## src/rtl/vend_sequencer_if.sv

```systemverilog
// Vending sequencer request/status bundle.
// The master side issues vend requests and hopper acks.
// The slave side is the sequencer, which reports status and drives the motor and hopper.
interface vend_sequencer_if;
  logic       start;
  logic [3:0] product;
  logic [2:0] credit;
  logic       coin_ack;
  logic       busy;
  logic       motor_en;
  logic [3:0] vend_led;
  logic       coin_req;
  logic [2:0] change_left;
  logic       done;
  logic       reject;
  logic       fault;

  modport master (
    output start, product, credit, coin_ack,
    input  busy, motor_en, vend_led, coin_req, change_left, done, reject, fault
  );

  modport slave (
    input  start, product, credit, coin_ack,
    output busy, motor_en, vend_led, coin_req, change_left, done, reject, fault
  );
endinterface

```

## src/rtl/vend_sequencer.sv

```systemverilog
// Vending sequencer: price check, timed motor run, nickel-by-nickel change
// payout with a hopper acknowledge timeout. All outputs come straight from flops.
module vend_sequencer #(
  parameter int unsigned MOTOR_CYCLES = 8,
  parameter int unsigned ACK_TIMEOUT  = 200
) (
  input logic              clk,
  input logic              clr,
  vend_sequencer_if.slave  vif
);

  typedef enum logic [2:0] {
    ST_IDLE    = 3'd0,
    ST_CHECK   = 3'd1,
    ST_MOTOR   = 3'd2,
    ST_CHG_REQ = 3'd3,
    ST_CHG_GAP = 3'd4,
    ST_DONE    = 3'd5,
    ST_FAULT   = 3'd6
  } state_t;

  localparam logic [7:0] MOTOR_LAST = 8'(MOTOR_CYCLES);
  localparam logic [7:0] ACK_LAST   = 8'(ACK_TIMEOUT - 1);

  // Price lookup: {valid one-hot select, price in nickels}.
  function automatic logic [3:0] price_of(input logic [3:0] sel);
    case (sel)
      4'b0001: price_of = {1'b1, 3'd3};
      4'b0010: price_of = {1'b1, 3'd4};
      4'b0100: price_of = {1'b1, 3'd5};
      4'b1000: price_of = {1'b1, 3'd6};
      default: price_of = {1'b0, 3'd0};
    endcase
  endfunction

  state_t     state_r;
  logic [3:0] prod_r;
  logic [2:0] chg_pend_r;
  logic       accept_r;
  logic [7:0] mcnt_r;
  logic [7:0] tcnt_r;
  logic       busy_r;
  logic       motor_en_r;
  logic [3:0] vend_led_r;
  logic       coin_req_r;
  logic [2:0] change_left_r;
  logic       done_r;
  logic       reject_r;
  logic       fault_r;

  logic [3:0] price_info_s;
  logic       accept_s;
  logic [2:0] change_s;

  // Evaluate the live request so the verdict is registered on the accept edge
  // and reject can be shown during the CHECK cycle itself.
  always_comb begin
    price_info_s = price_of(vif.product);
    accept_s     = price_info_s[3] && (vif.credit >= price_info_s[2:0]);
    change_s     = vif.credit - price_info_s[2:0];
  end

  // Sequencer state machine with all outputs registered.
  always_ff @(posedge clk or negedge clr) begin
    if (!clr) begin
      state_r       <= ST_IDLE;
      prod_r        <= 4'd0;
      chg_pend_r    <= 3'd0;
      accept_r      <= 1'b0;
      mcnt_r        <= 8'd0;
      tcnt_r        <= 8'd0;
      busy_r        <= 1'b0;
      motor_en_r    <= 1'b0;
      vend_led_r    <= 4'd0;
      coin_req_r    <= 1'b0;
      change_left_r <= 3'd0;
      done_r        <= 1'b0;
      reject_r      <= 1'b0;
      fault_r       <= 1'b0;
    end else begin
      done_r   <= 1'b0;
      reject_r <= 1'b0;
      case (state_r)
        ST_IDLE: begin
          if (vif.start) begin
            prod_r     <= vif.product;
            chg_pend_r <= change_s;
            accept_r   <= accept_s;
            reject_r   <= !accept_s;
            busy_r     <= 1'b1;
            state_r    <= ST_CHECK;
          end
        end
        ST_CHECK: begin
          if (accept_r) begin
            change_left_r <= chg_pend_r;
            vend_led_r    <= prod_r;
            motor_en_r    <= 1'b1;
            mcnt_r        <= 8'd1;
            state_r       <= ST_MOTOR;
          end else begin
            busy_r  <= 1'b0;
            state_r <= ST_IDLE;
          end
        end
        ST_MOTOR: begin
          if (mcnt_r == MOTOR_LAST) begin
            motor_en_r <= 1'b0;
            mcnt_r     <= 8'd0;
            if (change_left_r == 3'd0) begin
              done_r     <= 1'b1;
              vend_led_r <= 4'd0;
              state_r    <= ST_DONE;
            end else begin
              coin_req_r <= 1'b1;
              tcnt_r     <= 8'd0;
              state_r    <= ST_CHG_REQ;
            end
          end else begin
            mcnt_r <= mcnt_r + 8'd1;
          end
        end
        ST_CHG_REQ: begin
          // An ack on the expiry cycle still counts as a payout.
          if (vif.coin_ack) begin
            coin_req_r    <= 1'b0;
            change_left_r <= change_left_r - 3'd1;
            state_r       <= ST_CHG_GAP;
          end else if (tcnt_r == ACK_LAST) begin
            coin_req_r <= 1'b0;
            fault_r    <= 1'b1;
            state_r    <= ST_FAULT;
          end else begin
            tcnt_r <= tcnt_r + 8'd1;
          end
        end
        ST_CHG_GAP: begin
          if (change_left_r == 3'd0) begin
            done_r     <= 1'b1;
            vend_led_r <= 4'd0;
            state_r    <= ST_DONE;
          end else begin
            coin_req_r <= 1'b1;
            tcnt_r     <= 8'd0;
            state_r    <= ST_CHG_REQ;
          end
        end
        ST_DONE: begin
          busy_r  <= 1'b0;
          state_r <= ST_IDLE;
        end
        ST_FAULT: begin
          // Sticky until reset; outputs stay frozen.
          fault_r    <= 1'b1;
          coin_req_r <= 1'b0;
          motor_en_r <= 1'b0;
          busy_r     <= 1'b1;
        end
        default: begin
          state_r    <= ST_IDLE;
          busy_r     <= 1'b0;
          motor_en_r <= 1'b0;
          coin_req_r <= 1'b0;
          vend_led_r <= 4'd0;
        end
      endcase
    end
  end

  assign vif.busy        = busy_r;
  assign vif.motor_en    = motor_en_r;
  assign vif.vend_led    = vend_led_r;
  assign vif.coin_req    = coin_req_r;
  assign vif.change_left = change_left_r;
  assign vif.done        = done_r;
  assign vif.reject      = reject_r;
  assign vif.fault       = fault_r;

endmodule

```

## src/flat_wrapper.sv

```systemverilog
// flat-port wrapper written by rule: the top's interface ports become plain ports
module vend_sequencer_flat 
#(
  parameter int unsigned MOTOR_CYCLES = 8,
  parameter int unsigned ACK_TIMEOUT  = 200
)
  (clk, clr, vif_start, vif_product, vif_credit, vif_coin_ack, vif_busy, vif_motor_en, vif_vend_led, vif_coin_req, vif_change_left, vif_done, vif_reject, vif_fault);
  vend_sequencer_if vif_i ();
  input logic clk;
  input logic clr;
  input wire logic [$bits(vif_i.start)-1:0] vif_start;
  input wire logic [$bits(vif_i.product)-1:0] vif_product;
  input wire logic [$bits(vif_i.credit)-1:0] vif_credit;
  input wire logic [$bits(vif_i.coin_ack)-1:0] vif_coin_ack;
  output wire logic [$bits(vif_i.busy)-1:0] vif_busy;
  output wire logic [$bits(vif_i.motor_en)-1:0] vif_motor_en;
  output wire logic [$bits(vif_i.vend_led)-1:0] vif_vend_led;
  output wire logic [$bits(vif_i.coin_req)-1:0] vif_coin_req;
  output wire logic [$bits(vif_i.change_left)-1:0] vif_change_left;
  output wire logic [$bits(vif_i.done)-1:0] vif_done;
  output wire logic [$bits(vif_i.reject)-1:0] vif_reject;
  output wire logic [$bits(vif_i.fault)-1:0] vif_fault;
  assign vif_i.start = vif_start;
  assign vif_i.product = vif_product;
  assign vif_i.credit = vif_credit;
  assign vif_i.coin_ack = vif_coin_ack;
  assign vif_busy = vif_i.busy;
  assign vif_motor_en = vif_i.motor_en;
  assign vif_vend_led = vif_i.vend_led;
  assign vif_coin_req = vif_i.coin_req;
  assign vif_change_left = vif_i.change_left;
  assign vif_done = vif_i.done;
  assign vif_reject = vif_i.reject;
  assign vif_fault = vif_i.fault;
  vend_sequencer #(.MOTOR_CYCLES(MOTOR_CYCLES), .ACK_TIMEOUT(ACK_TIMEOUT)) u_core (.clk(clk), .clr(clr), .vif(vif_i));
endmodule
```

## config.mk

```make
export PLATFORM = sky130hd
export DESIGN_NAME = vend_sequencer_flat
export DESIGN_NICKNAME = d
export VERILOG_FILES = /design/src/rtl/vend_sequencer_if.sv /design/src/rtl/vend_sequencer.sv /design/src/flat_wrapper.sv
export SDC_FILE = /design/constraint.sdc
export NUM_CORES = 1
export LEC_CHECK = 0
export ABC_CLOCK_PERIOD_IN_PS = 4700
export CAP_MARGIN = 5
export CORE_MARGIN = 4
export CORE_UTILIZATION = 52
export DETAILED_ROUTE_END_ITERATION = 8
export PLACE_DENSITY = 0.86
export SLEW_MARGIN = 10
export SYNTH_ARGS = -nofsm -noshare
export SYNTH_HDL_FRONTEND = slang
export SYNTH_SLANG_ARGS = --single-unit
```

## constraint.sdc

```tcl
create_clock -name clk -period 4.7 [get_ports clk]
set_input_delay 0.705 -clock clk [delete_from_list [all_inputs] [get_ports clk]]
set_output_delay 0.705 -clock clk [all_outputs]
set_load 0.01 [all_outputs]
```

==> impl_metrics.env <==
export IMPL_status="finished clean"
export IMPL_synth_top_area_frac=0.419
export IMPL_synth_ff_type="dfrtp_1"
export IMPL_busiest_layer="met2"
export IMPL_hold_depth=1
export IMPL_dp_hpwl_um=3220
export IMPL_hold_path_class="register to register"
export IMPL_cts_sinks=40
export IMPL_setup_tns_final_ps=0
export IMPL_synth_edf_count=0
export IMPL_crit_chain="clkdlybuf4s50_1, xnor2_1, or3_1, ha_1, a21o_1, a21o_1, a31o_2"
export IMPL_finalSetupViolCount=0
export IMPL_drt_wl_total_um=4570
export IMPL_syn_to_final_growth_pct=14.1
export IMPL_post_route_period_util=0.516
export IMPL_antenna_found_initial=0
export IMPL_grt_pass1_wl_um=7960
export IMPL_drc=0
export IMPL_grt_max_degree=41
export IMPL_rsz0062_at_grt="no"
export IMPL_power_density_cell_area_mw_per_mm2=565
export IMPL_htree_levels=2
export IMPL_syn_area_per_cell_um2=9.70
export IMPL_cts_root_buf="clkbuf_8"
export IMPL_cts_tree="done"
export IMPL_fin_area_mm2=0.00272
export IMPL_final_common_cell="dfrtp_1"
export IMPL_crit_path_max_incr_delay_ps=520
export IMPL_track_usage=0.180
export IMPL_cp_arrival_ps=2610
export IMPL_syn_instance_count=246
export IMPL_antenna_cells=0
export IMPL_layout_drive_gt1_share=0.0787
export IMPL_crit_path_start="vif_product[3]"
export IMPL_critPathBufInv=1
export IMPL_vias=1909
export IMPL_ys_ff_latch=40
export IMPL_synthTopCellsByArea="dfrtp_1 42%, ha_1 4.2%, nand2_1 3.8%"
export IMPL_crit_slowest_cell="clkdlybuf4s50_1"
export IMPL_r2r_slack_ps=2430
export IMPL_slew_headroom=0.434
export IMPL_drt_iter0_markers=207
export IMPL_r2r_cells=4
export IMPL_cts_buffers_inserted=5
export IMPL_dieArea_mm2=0.00574
export IMPL_grt_overflow_total=0
export IMPL_ctsLongestPathBuffers=2
export IMPL_via_per_inst=5.98
export IMPL_timing_clock_skew_ps=3.71
export IMPL_rr_startpoint="u_core.state_r[1]"
export IMPL_cp_common_cell="a21o_1"
export IMPL_synth_yosys_seq_area_share=0.419
export IMPL_cts_hold_buf=0
export IMPL_tightestPinTransition_ps=849
export IMPL_core_mm2=0.00438
export IMPL_nets=287
export IMPL_clk_latency_ps=290
export IMPL_die_w_um=75.8
export IMPL_max_vdd_ir_drop_mv=0.321
export IMPL_critPathKind="primary input to register"
export IMPL_p_leak_uw=0.00118
export IMPL_finalCriticalPeriod_ps=2430
export IMPL_synth_warnings=0
export IMPL_gr_usage_met2=0.302
export IMPL_ys_types=56
export IMPL_slew_violations=0
export IMPL_grtUsageMet3=0.0449
export IMPL_fillers=344
export IMPL_routabilityCongestion=0.852
export IMPL_cts_resized=0
export IMPL_cp_start_kind="primary input"
export IMPL_firstDrtPassIters=4
export IMPL_ant_nets=0
export IMPL_dpl_cell_area_mm2=0.00263
export IMPL_crit_family="compound AO/OA/AOI/OAI gates"
export IMPL_layout_common_cells="40 x dfrtp_1, 24 x nand2_1, 22 x clkdlybuf4s50_1, 16 x a21oi_1"
export IMPL_syn_cell_area_mm2=0.00239
export IMPL_io_buffers=23
export IMPL_hold_end="u_core.vif.fault"
export IMPL_wire_per_inst_um=14.3
export IMPL_min_from="u_core.vif.fault"
export IMPL_synth_nets=266
export IMPL_cap_violations=0
export IMPL_yosys_area_top_type="dfrtp_1"
export IMPL_end_kind="register"
export IMPL_io_pins=24
export IMPL_use_met1=0.220
export IMPL_rr_endpoint="u_core.vif.vend_led[1]"
export IMPL_synthArstFlopShare=1.00
export IMPL_finalHoldViolCount=0
export IMPL_post_cts_setup_buffers=0
export IMPL_cp_required_ps=4880
export IMPL_crit_path_max_fanout=6
export IMPL_die_h_um=75.8
export IMPL_initial_utilization=0.545
export IMPL_placementRows=24
export IMPL_clkSlewWorstSetupHoldPaths_ps=70
export IMPL_grt_pass1_vias=1851
export IMPL_max_freq_ghz=0.412
==> where the power goes <==
| part | total (µW) | internal, µW | leakage (µW) | switching [µW] |
|---|---|---|---|---|
| Clock | 243 | 131 | 0.0000503 | 112 |
| Combinational | 679 | 323 | 0.000616 | 356 |
| Sequential | 616 | 459 | 0.000514 | 157 |
| Total | 1540 | 913 | 0.00118 | 624 |
==> per-layer routing <==
layer  part of all wire  wire length [µm]
met1               0.43              1980
met2               0.50              2280
met3              0.047               215
met4              0.020                90
met5                  0                 0
==> worst register-to-register path, delay by kind of cell (launching register included) <==
kind            cells  cell delay (ps)
simple gates        1              280
compound gates      2              800
flops               1              760
mux                 1              310
==> area by class of cell <==
cell class,instances,area [µm²],share of cell area
clock buffers,7,96.3,0.0354
repair buffers,23,225,0.0827
multi-input cells,182,1280,0.470
inverters,15,56.3,0.0207
well taps,52,65.1,0.0239
flip-flops and latches,40,1000,0.367
==> metrics by stage <==
stage | hold WS (ps) | std cells | utilization | power (µW) | setup slack, ps
final | 466 | 319 | 0.621 | 1540 | 2270
after CTS | 474 | 319 | 0.621 | 1550 | 2270
after floorplan | 409 | 246 | - | 1110 | 2620
after detailed placement | 455 | 312 | 0.599 | 1300 | 1970
after global placement | 454 | 312 | 0.599 | 1270 | 2020
after global routing | 505 | 319 | 0.621 | 1660 | 2230
==> registers in the layout (all words and copies together) (netlist names), 3 cells and up <==
name	cells
u_core.mcnt_r	8
u_core.tcnt_r	8
u_core.prod_r	4
u_core.vif.vend_led	4
u_core.chg_pend_r	3
u_core.state_r	3
u_core.vif.change_left	3
==> kinds of logic after synthesis <==
kind of cell	count (synthesis)	share of synthesized area
AND/OR/NAND/NOR	89	0.218
XOR/XNOR	6	0.0220
buffers and inverters	24	0.0445
multiplexers	10	0.0440
AO/OA/AOI/OAI	68	0.202
adder cells (fa/ha/maj)	9	0.0503
flip-flops	40	0.419
==> worst max path at each step <==
stage                            endpoint  cells past startpoint  slack, ps
after floorplan           u_core.accept_r                      6       2620
after global placement    u_core.accept_r                      7       2020
after detailed placement  u_core.accept_r                      7       1970
after CTS                 u_core.accept_r                      7       2270
after global routing      u_core.accept_r                      7       2230
final                     u_core.accept_r                      7       2270
==> cells in the mapped netlist (3+ instances only) <==
library cell	count
a21oi_1	16
buf_2	4
a211o_1	3
xor2_1	3
nand3_1	4
nor3_1	6
dfrtp_1	40
and3_1	5
xnor2_1	3
nand2_1	24
mux2i_1	6
inv_1	15
a22o_1	3
a21o_1	4
nor2_1	13
nor4_1	3
o22a_1	4
o21ai_0	15
nor2b_1	5
nand2b_1	8
mux2_2	4
o211ai_1	3
o22ai_1	3
ha_1	8
Power figures use the tool's default switching activity.
